File: src/rtl/n64_ctrl_responder.sv
`default_nettype none
// ============================================================================
// Module   : n64_ctrl_responder
// Brief    : N64 controller emulation on the joybus line; decodes console
//            commands and answers status/reset (0x00/0xFF) and read (0x01).
// Revision : 1.0 - initial release
// ============================================================================
module n64_ctrl_responder #(
  parameter int SAMPLE     = 8,
  parameter int TURNAROUND = 8,
  parameter int TIMEOUT    = 64
) (
  input  logic        clk_4M,
  input  logic        rst,
  input  logic        din,
  output logic        dout,
  output logic        dout_en,
  input  logic [31:0] ctrl_state,
  output logic [7:0]  cmd_byte,
  output logic        cmd_valid,
  output logic        busy
);

  localparam logic [2:0] c_IDLE    = 3'd0;
  localparam logic [2:0] c_RX_LOW  = 3'd1;
  localparam logic [2:0] c_RX_HIGH = 3'd2;
  localparam logic [2:0] c_RX_STOP = 3'd3;
  localparam logic [2:0] c_TURN    = 3'd4;
  localparam logic [2:0] c_TX_BIT  = 3'd5;
  localparam logic [2:0] c_TX_STOP = 3'd6;

  localparam logic [7:0]  c_SAMPLE    = 8'(SAMPLE);
  localparam logic [7:0]  c_TIMEOUT   = 8'(TIMEOUT);
  localparam logic [7:0]  c_TURN_LAST = 8'(TURNAROUND - 1);
  localparam logic [7:0]  c_BIT_LAST  = 8'd15;
  localparam logic [7:0]  c_STOP_LAST = 8'd7;
  localparam logic [7:0]  c_T0_LOW    = 8'd12;
  localparam logic [7:0]  c_T1_LOW    = 8'd4;
  localparam logic [31:0] c_STATUS_ID = {24'h050002, 8'h00};

  logic        r_din_meta;
  logic        r_din_sync;
  logic        r_din_prev;
  logic [2:0]  r_state;
  logic [7:0]  r_timer;
  logic [5:0]  r_bit_cnt;
  logic [7:0]  r_rx_shift;
  logic [31:0] r_tx_shift;
  logic [5:0]  r_tx_last;
  logic [7:0]  r_cmd_byte;
  logic        r_cmd_valid;
  logic        r_dout;
  logic        r_dout_en;

  logic [2:0]  w_state_nxt;
  logic [7:0]  w_timer_nxt;
  logic [5:0]  w_bit_cnt_nxt;
  logic [7:0]  w_rx_shift_nxt;
  logic [31:0] w_tx_shift_nxt;
  logic [5:0]  w_tx_last_nxt;
  logic [7:0]  w_cmd_byte_nxt;
  logic        w_cmd_valid_nxt;
  logic        w_dout_nxt;
  logic        w_dout_en_nxt;
  logic        w_fall;
  logic        w_known_cmd;

  // Our own transmission echoes back on din, so edges are ignored while driving.
  assign w_fall      = r_din_prev & ~r_din_sync & ~r_dout_en;
  assign w_known_cmd = (r_rx_shift == 8'h00) || (r_rx_shift == 8'hFF) ||
                       (r_rx_shift == 8'h01);

  always_comb begin
    w_state_nxt     = r_state;
    w_timer_nxt     = r_timer;
    w_bit_cnt_nxt   = r_bit_cnt;
    w_rx_shift_nxt  = r_rx_shift;
    w_tx_shift_nxt  = r_tx_shift;
    w_tx_last_nxt   = r_tx_last;
    w_cmd_byte_nxt  = r_cmd_byte;
    w_cmd_valid_nxt = 1'b0;

    case (r_state)
      c_IDLE: begin
        if (w_fall) begin
          w_state_nxt   = c_RX_LOW;
          w_timer_nxt   = 8'd1;
          w_bit_cnt_nxt = 6'd0;
        end
      end
      c_RX_LOW: begin
        w_timer_nxt = r_timer + 8'd1;
        if (r_timer == c_SAMPLE) begin
          w_rx_shift_nxt = {r_rx_shift[6:0], r_din_sync};
          w_bit_cnt_nxt  = r_bit_cnt + 6'd1;
          w_state_nxt    = c_RX_HIGH;
        end else if (r_timer >= c_TIMEOUT) begin
          w_state_nxt = c_IDLE;
        end
      end
      c_RX_HIGH: begin
        w_timer_nxt = r_timer + 8'd1;
        if (w_fall) begin
          w_timer_nxt = 8'd1;
          w_state_nxt = (r_bit_cnt == 6'd8) ? c_RX_STOP : c_RX_LOW;
        end else if (r_timer >= c_TIMEOUT) begin
          w_state_nxt = c_IDLE;
        end
      end
      c_RX_STOP: begin
        w_timer_nxt = r_timer + 8'd1;
        if (r_din_sync) begin
          w_cmd_byte_nxt  = r_rx_shift;
          w_cmd_valid_nxt = 1'b1;
          w_timer_nxt     = 8'd0;
          w_state_nxt     = w_known_cmd ? c_TURN : c_IDLE;
        end else if (r_timer >= c_TIMEOUT) begin
          w_state_nxt = c_IDLE;
        end
      end
      c_TURN: begin
        if (w_fall) begin
          w_state_nxt = c_IDLE;
        end else if (!r_din_sync) begin
          w_timer_nxt = 8'd0;
        end else if (r_timer == c_TURN_LAST) begin
          // Reply is frozen here; later ctrl_state changes belong to the next poll.
          w_state_nxt   = c_TX_BIT;
          w_timer_nxt   = 8'd0;
          w_bit_cnt_nxt = 6'd0;
          if (r_cmd_byte == 8'h01) begin
            w_tx_shift_nxt = ctrl_state;
            w_tx_last_nxt  = 6'd31;
          end else begin
            w_tx_shift_nxt = c_STATUS_ID;
            w_tx_last_nxt  = 6'd23;
          end
        end else begin
          w_timer_nxt = r_timer + 8'd1;
        end
      end
      c_TX_BIT: begin
        w_timer_nxt = r_timer + 8'd1;
        if (r_timer == c_BIT_LAST) begin
          w_timer_nxt    = 8'd0;
          w_tx_shift_nxt = {r_tx_shift[30:0], 1'b0};
          if (r_bit_cnt == r_tx_last) begin
            w_state_nxt = c_TX_STOP;
          end else begin
            w_bit_cnt_nxt = r_bit_cnt + 6'd1;
          end
        end
      end
      c_TX_STOP: begin
        w_timer_nxt = r_timer + 8'd1;
        if (r_timer == c_STOP_LAST) begin
          w_timer_nxt = 8'd0;
          w_state_nxt = c_IDLE;
        end
      end
      default: begin
        w_state_nxt = c_IDLE;
      end
    endcase

    // Pad drive is computed from next-state values so dout/dout_en come straight off flops.
    w_dout_en_nxt = (w_state_nxt == c_TX_BIT) || (w_state_nxt == c_TX_STOP);
    w_dout_nxt    = 1'b1;
    if (w_state_nxt == c_TX_BIT) begin
      w_dout_nxt = (w_timer_nxt >= (w_tx_shift_nxt[31] ? c_T1_LOW : c_T0_LOW));
    end else if (w_state_nxt == c_TX_STOP) begin
      w_dout_nxt = 1'b0;
    end
  end

  always_ff @(posedge clk_4M or posedge rst) begin
    if (rst) begin
      r_din_meta  <= 1'b1;
      r_din_sync  <= 1'b1;
      r_din_prev  <= 1'b1;
      r_state     <= c_IDLE;
      r_timer     <= 8'd0;
      r_bit_cnt   <= 6'd0;
      r_rx_shift  <= 8'h00;
      r_tx_shift  <= 32'h0;
      r_tx_last   <= 6'd0;
      r_cmd_byte  <= 8'h00;
      r_cmd_valid <= 1'b0;
      r_dout      <= 1'b1;
      r_dout_en   <= 1'b0;
    end else begin
      r_din_meta  <= din;
      r_din_sync  <= r_din_meta;
      r_din_prev  <= r_din_sync;
      r_state     <= w_state_nxt;
      r_timer     <= w_timer_nxt;
      r_bit_cnt   <= w_bit_cnt_nxt;
      r_rx_shift  <= w_rx_shift_nxt;
      r_tx_shift  <= w_tx_shift_nxt;
      r_tx_last   <= w_tx_last_nxt;
      r_cmd_byte  <= w_cmd_byte_nxt;
      r_cmd_valid <= w_cmd_valid_nxt;
      r_dout      <= w_dout_nxt;
      r_dout_en   <= w_dout_en_nxt;
    end
  end

  assign dout      = r_dout;
  assign dout_en   = r_dout_en;
  assign cmd_byte  = r_cmd_byte;
  assign cmd_valid = r_cmd_valid;
  assign busy      = (r_state != c_IDLE);

endmodule
`default_nettype wire

File: config.mk
export PLATFORM = sky130hd
export DESIGN_NAME = n64_ctrl_responder
export DESIGN_NICKNAME = d
export VERILOG_FILES = /design/src/rtl/n64_ctrl_responder.sv
export SDC_FILE = /design/constraint.sdc
export NUM_CORES = 1
export LEC_CHECK = 0
export ABC_CLOCK_PERIOD_IN_PS = 3100
export BUFFER_PORTS_ARGS = -buffer_cell sky130_fd_sc_hd__clkbuf_2
export CAP_MARGIN = 40
export CORE_MARGIN = 10
export CORE_UTILIZATION = 24
export CTS_BUF_LIST = sky130_fd_sc_hd__clkbuf_2
export DETAILED_ROUTE_END_ITERATION = 6
export SLEW_MARGIN = 20
export SYNTH_ARGS = -nofsm -noshare
export SYNTH_HDL_FRONTEND = slang
export SYNTH_SLANG_ARGS = --single-unit
File: constraint.sdc
create_clock -name clk_4M -period 3.1 [get_ports clk_4M]
set_input_delay 0.465 -clock clk_4M [delete_from_list [all_inputs] [get_ports clk_4M]]
set_output_delay 0.465 -clock clk_4M [all_outputs]
set_load 0.03 [all_outputs]
==> flow_metrics.env <==
export IMPL_route_detailed_drc=5
export IMPL_cts_reportedPaths_clkPinSlew_ns=0.22
export IMPL_ys_warn_count=0
export IMPL_period_minus_slack_ns=2.93
export IMPL_worstPathRequired_ns=3.53
export IMPL_min_from="ctrl_state[10]"
export IMPL_dpl_hpwl_mm=6.79
export IMPL_fin_crit_sh=0.944
export IMPL_rows=44
export IMPL_p_seq_frac=0.429
export IMPL_p_per_area_nw_per_um2=693
export IMPL_core_area_um2=14600
export IMPL_num_io_pins=47
export IMPL_synth_cell_type_count=54
export IMPL_clkPwrFrac=0.240
export IMPL_drt_pass1_iter_count=7
export IMPL_synthCells=353
export IMPL_ir_worst_vdd_uv=274
export IMPL_p_sw_mw=1.15
export IMPL_slew_viol_final=0
export IMPL_synth_top_area_share=0.483
export IMPL_fillers=1499
export IMPL_seq_area_frac_synth=0.513
export IMPL_gp_congestion=0.908
export IMPL_cts_htree_levels=3
export IMPL_r2r_start="r_timer[7]"
export IMPL_ys_ff_latch=73
export IMPL_max_slew_margin_rel=0.517
export IMPL_stdcell_area_um2=4250
export IMPL_internal_power_mw=1.80
export IMPL_rr_endpoint="dout"
export IMPL_critPathMaxFanout=8
export IMPL_tightest_slew_ns=0.717
export IMPL_grt_usage=0.0906
export IMPL_violations="DRC"
export IMPL_leakage_nw=2.17
export IMPL_synth_area_um2=3570
export IMPL_fin_ws_ns=0.175
export IMPL_initial_core_util=0.245
export IMPL_antenna_left=0
export IMPL_dieArea_um2=20200
export IMPL_vias=2959
export IMPL_mostFrequentLayoutCells="dfrtp_1, clkbuf_2, inv_1"
export IMPL_synthesis_nets=393
export IMPL_drv_cap=0
export IMPL_cp_arrival_ns=3.35
export IMPL_wl_mm=9.26
export IMPL_n_antenna_cell=0
export IMPL_antenna_found_initial=0
export IMPL_grt_ovfl_total=0
export IMPL_total_power_mw=2.95
export IMPL_ctsResizeCount=0
export IMPL_post_place_cells=575
export IMPL_synthArstFlopShare=1.00
export IMPL_insertion_delay_ns=0.50
export IMPL_p_comb_frac=0.331
export IMPL_hold_slack_ns=0.167
export IMPL_numCtsBuffers=9
export IMPL_syn2layout_area_growth_pct=19.0
export IMPL_ff2ff_path_depth=10
export IMPL_p_sw_frac=0.391
export IMPL_ys_flop_type="dfrtp_1"
export IMPL_synth_edff_count=0
export IMPL_nNetsFinal=444
export IMPL_place_area_um2=4070
export IMPL_port_buffers=46
export IMPL_die_h_um=142
export IMPL_dp_slack_ns=0.202
export IMPL_grt_pass1_wl_mm=15.1
export IMPL_cts_tree="built"
export IMPL_cts_sinks=73
export IMPL_avgSynthCellArea_um2=10.1
export IMPL_fmax_mhz=342
export IMPL_grt_max_degree=32
export IMPL_worstHoldPathType="in -> reg"
export IMPL_finalSetupTns_ns=0
export IMPL_startpoint_type="flop"
export IMPL_critPathKind="reg -> reg"
export IMPL_post_drt_via_cell_ratio=4.99
export IMPL_die_x_um=142
export IMPL_first_iter_violations=339
export IMPL_hold_viol=0
export IMPL_cts_buffer_depth=2
export IMPL_wl_per_cell_um=15.6
export IMPL_grt_setup_unrepaired="false"
export IMPL_drive_above_1_share=0.249
export IMPL_finClkSkew_ns=0.0277
export IMPL_yosys_area_top_type="dfrtp_1"
export IMPL_holdPathStages=3
export IMPL_final_common_cell="dfrtp_1"
export IMPL_synth_area_leaders="dfrtp_1, a222oi_1, mux2_2, inv_1, dfstp_2"
export IMPL_setup_viol=0
export IMPL_whs_endpoint="r_tx_shift[10]"
export IMPL_final_instance_count_excl_fill=593
export IMPL_endpoint_kind="flop"
export IMPL_final_util=0.291
export IMPL_r2r_setup_slack_ns=0.17
export IMPL_outcome="finished with violations"
export IMPL_cts_root_buf="clkbuf_2"
export IMPL_grt_pass1_vias=2938
power groups by stage:
stage | registers, mW | logic [mW] | clock network (mW)
floorplan | 1.19 | 0.705 | 0
finish | 1.26 | 0.975 | 0.707
detailed placement | 1.28 | 0.974 | 0
CTS | 1.26 | 0.984 | 0.736
global route | 1.29 | 1.08 | 0.779
global placement | 1.27 | 0.976 | 0
kinds of logic (layout without fill, tap and decap cells):
group / after synthesis / after routing / synth area share
AND/OR/NAND/NOR: 109 / 109 / 0.159
flip-flops: 73 / 73 / 0.513
adder cells (fa/ha/maj): 6 / 6 / 0.0203
AO/OA/AOI/OAI: 83 / 83 / 0.182
multiplexers: 17 / 17 / 0.0532
buffers and inverters: 62 / 118 / 0.0658
XOR/XNOR: 3 / 3 / 0.00735
registers in the layout, indices dropped and copies added (netlist names), 2 cells and up:
name	count
r_bit_cnt	6
r_tx_shift	32
r_timer	8
r_rx_shift	8
r_state	3
r_tx_last	2
cmd_byte	8
layer usage:
metal / vias up / part of all wire / GRT usage
met4: 0 / 0.0079 / 0.0215
li1: 1408 / - / -
met3: 11 / 0.048 / 0.0254
met2: 74 / 0.50 / 0.149
met5: - / 0 / 0
met1: 1466 / 0.44 / 0.115
timing repair:
| item | CTS | global route |
|---|---|---|
| setup endpoints to repair | 0 | 0 |
| setup buffers | 0 | 0 |
| hold endpoints to repair | 22 | 0 |
| hold buffers | 2 | 0 |
critical path: stages, from the launching register on:
cell      delay [ns]
dfrtp_1         0.48
or4_1           0.70
o32ai_1         0.38
a21o_1          0.22
o21ai_0         0.09
nand2_1         0.08
o21ai_0         0.12
ha_1            0.22
a221oi_1        0.18
nor4b_1         0.26
a32oi_1         0.15
cells in the mapped netlist (6+ instances only):
| master | instances |
|---|---|
| nor3_1 | 6 |
| clkbuf_1 | 19 |
| a222oi_1 | 29 |
| nand2_1 | 28 |
| dfrtp_1 | 69 |
| nand3_1 | 17 |
| a21oi_1 | 7 |
| o21ai_0 | 20 |
| inv_1 | 41 |
| nor2_1 | 18 |
| mux2_2 | 16 |
final cells by class:
| class | instances | area [um2] | area share |
|---|---|---|---|
| clock buffers | 10 | 50.0 | 0.0118 |
| multi-input cells | 218 | 1520 | 0.358 |
| well taps | 184 | 230 | 0.0541 |
| repair buffers | 61 | 348 | 0.0818 |
| clock inverters | 6 | 115 | 0.0271 |
| flip-flops and latches | 73 | 1830 | 0.431 |
| inverters | 41 | 154 | 0.0362 |
worst max path at each step:
stage / depth (start not counted) / slack (ns) / startpoint / end
after global routing: 10 / 0.04 / r_timer[5] / dout
after CTS: 10 / 0.19 / r_timer[7] / dout
after detailed placement: 10 / 0.20 / r_timer[7] / dout
final: 10 / 0.17 / r_timer[7] / dout
after global placement: 11 / 0.26 / r_timer[7] / dout
after floorplan: 11 / 0.09 / r_timer[6] / dout
Note: power is estimated with default switching activity, not from simulation.
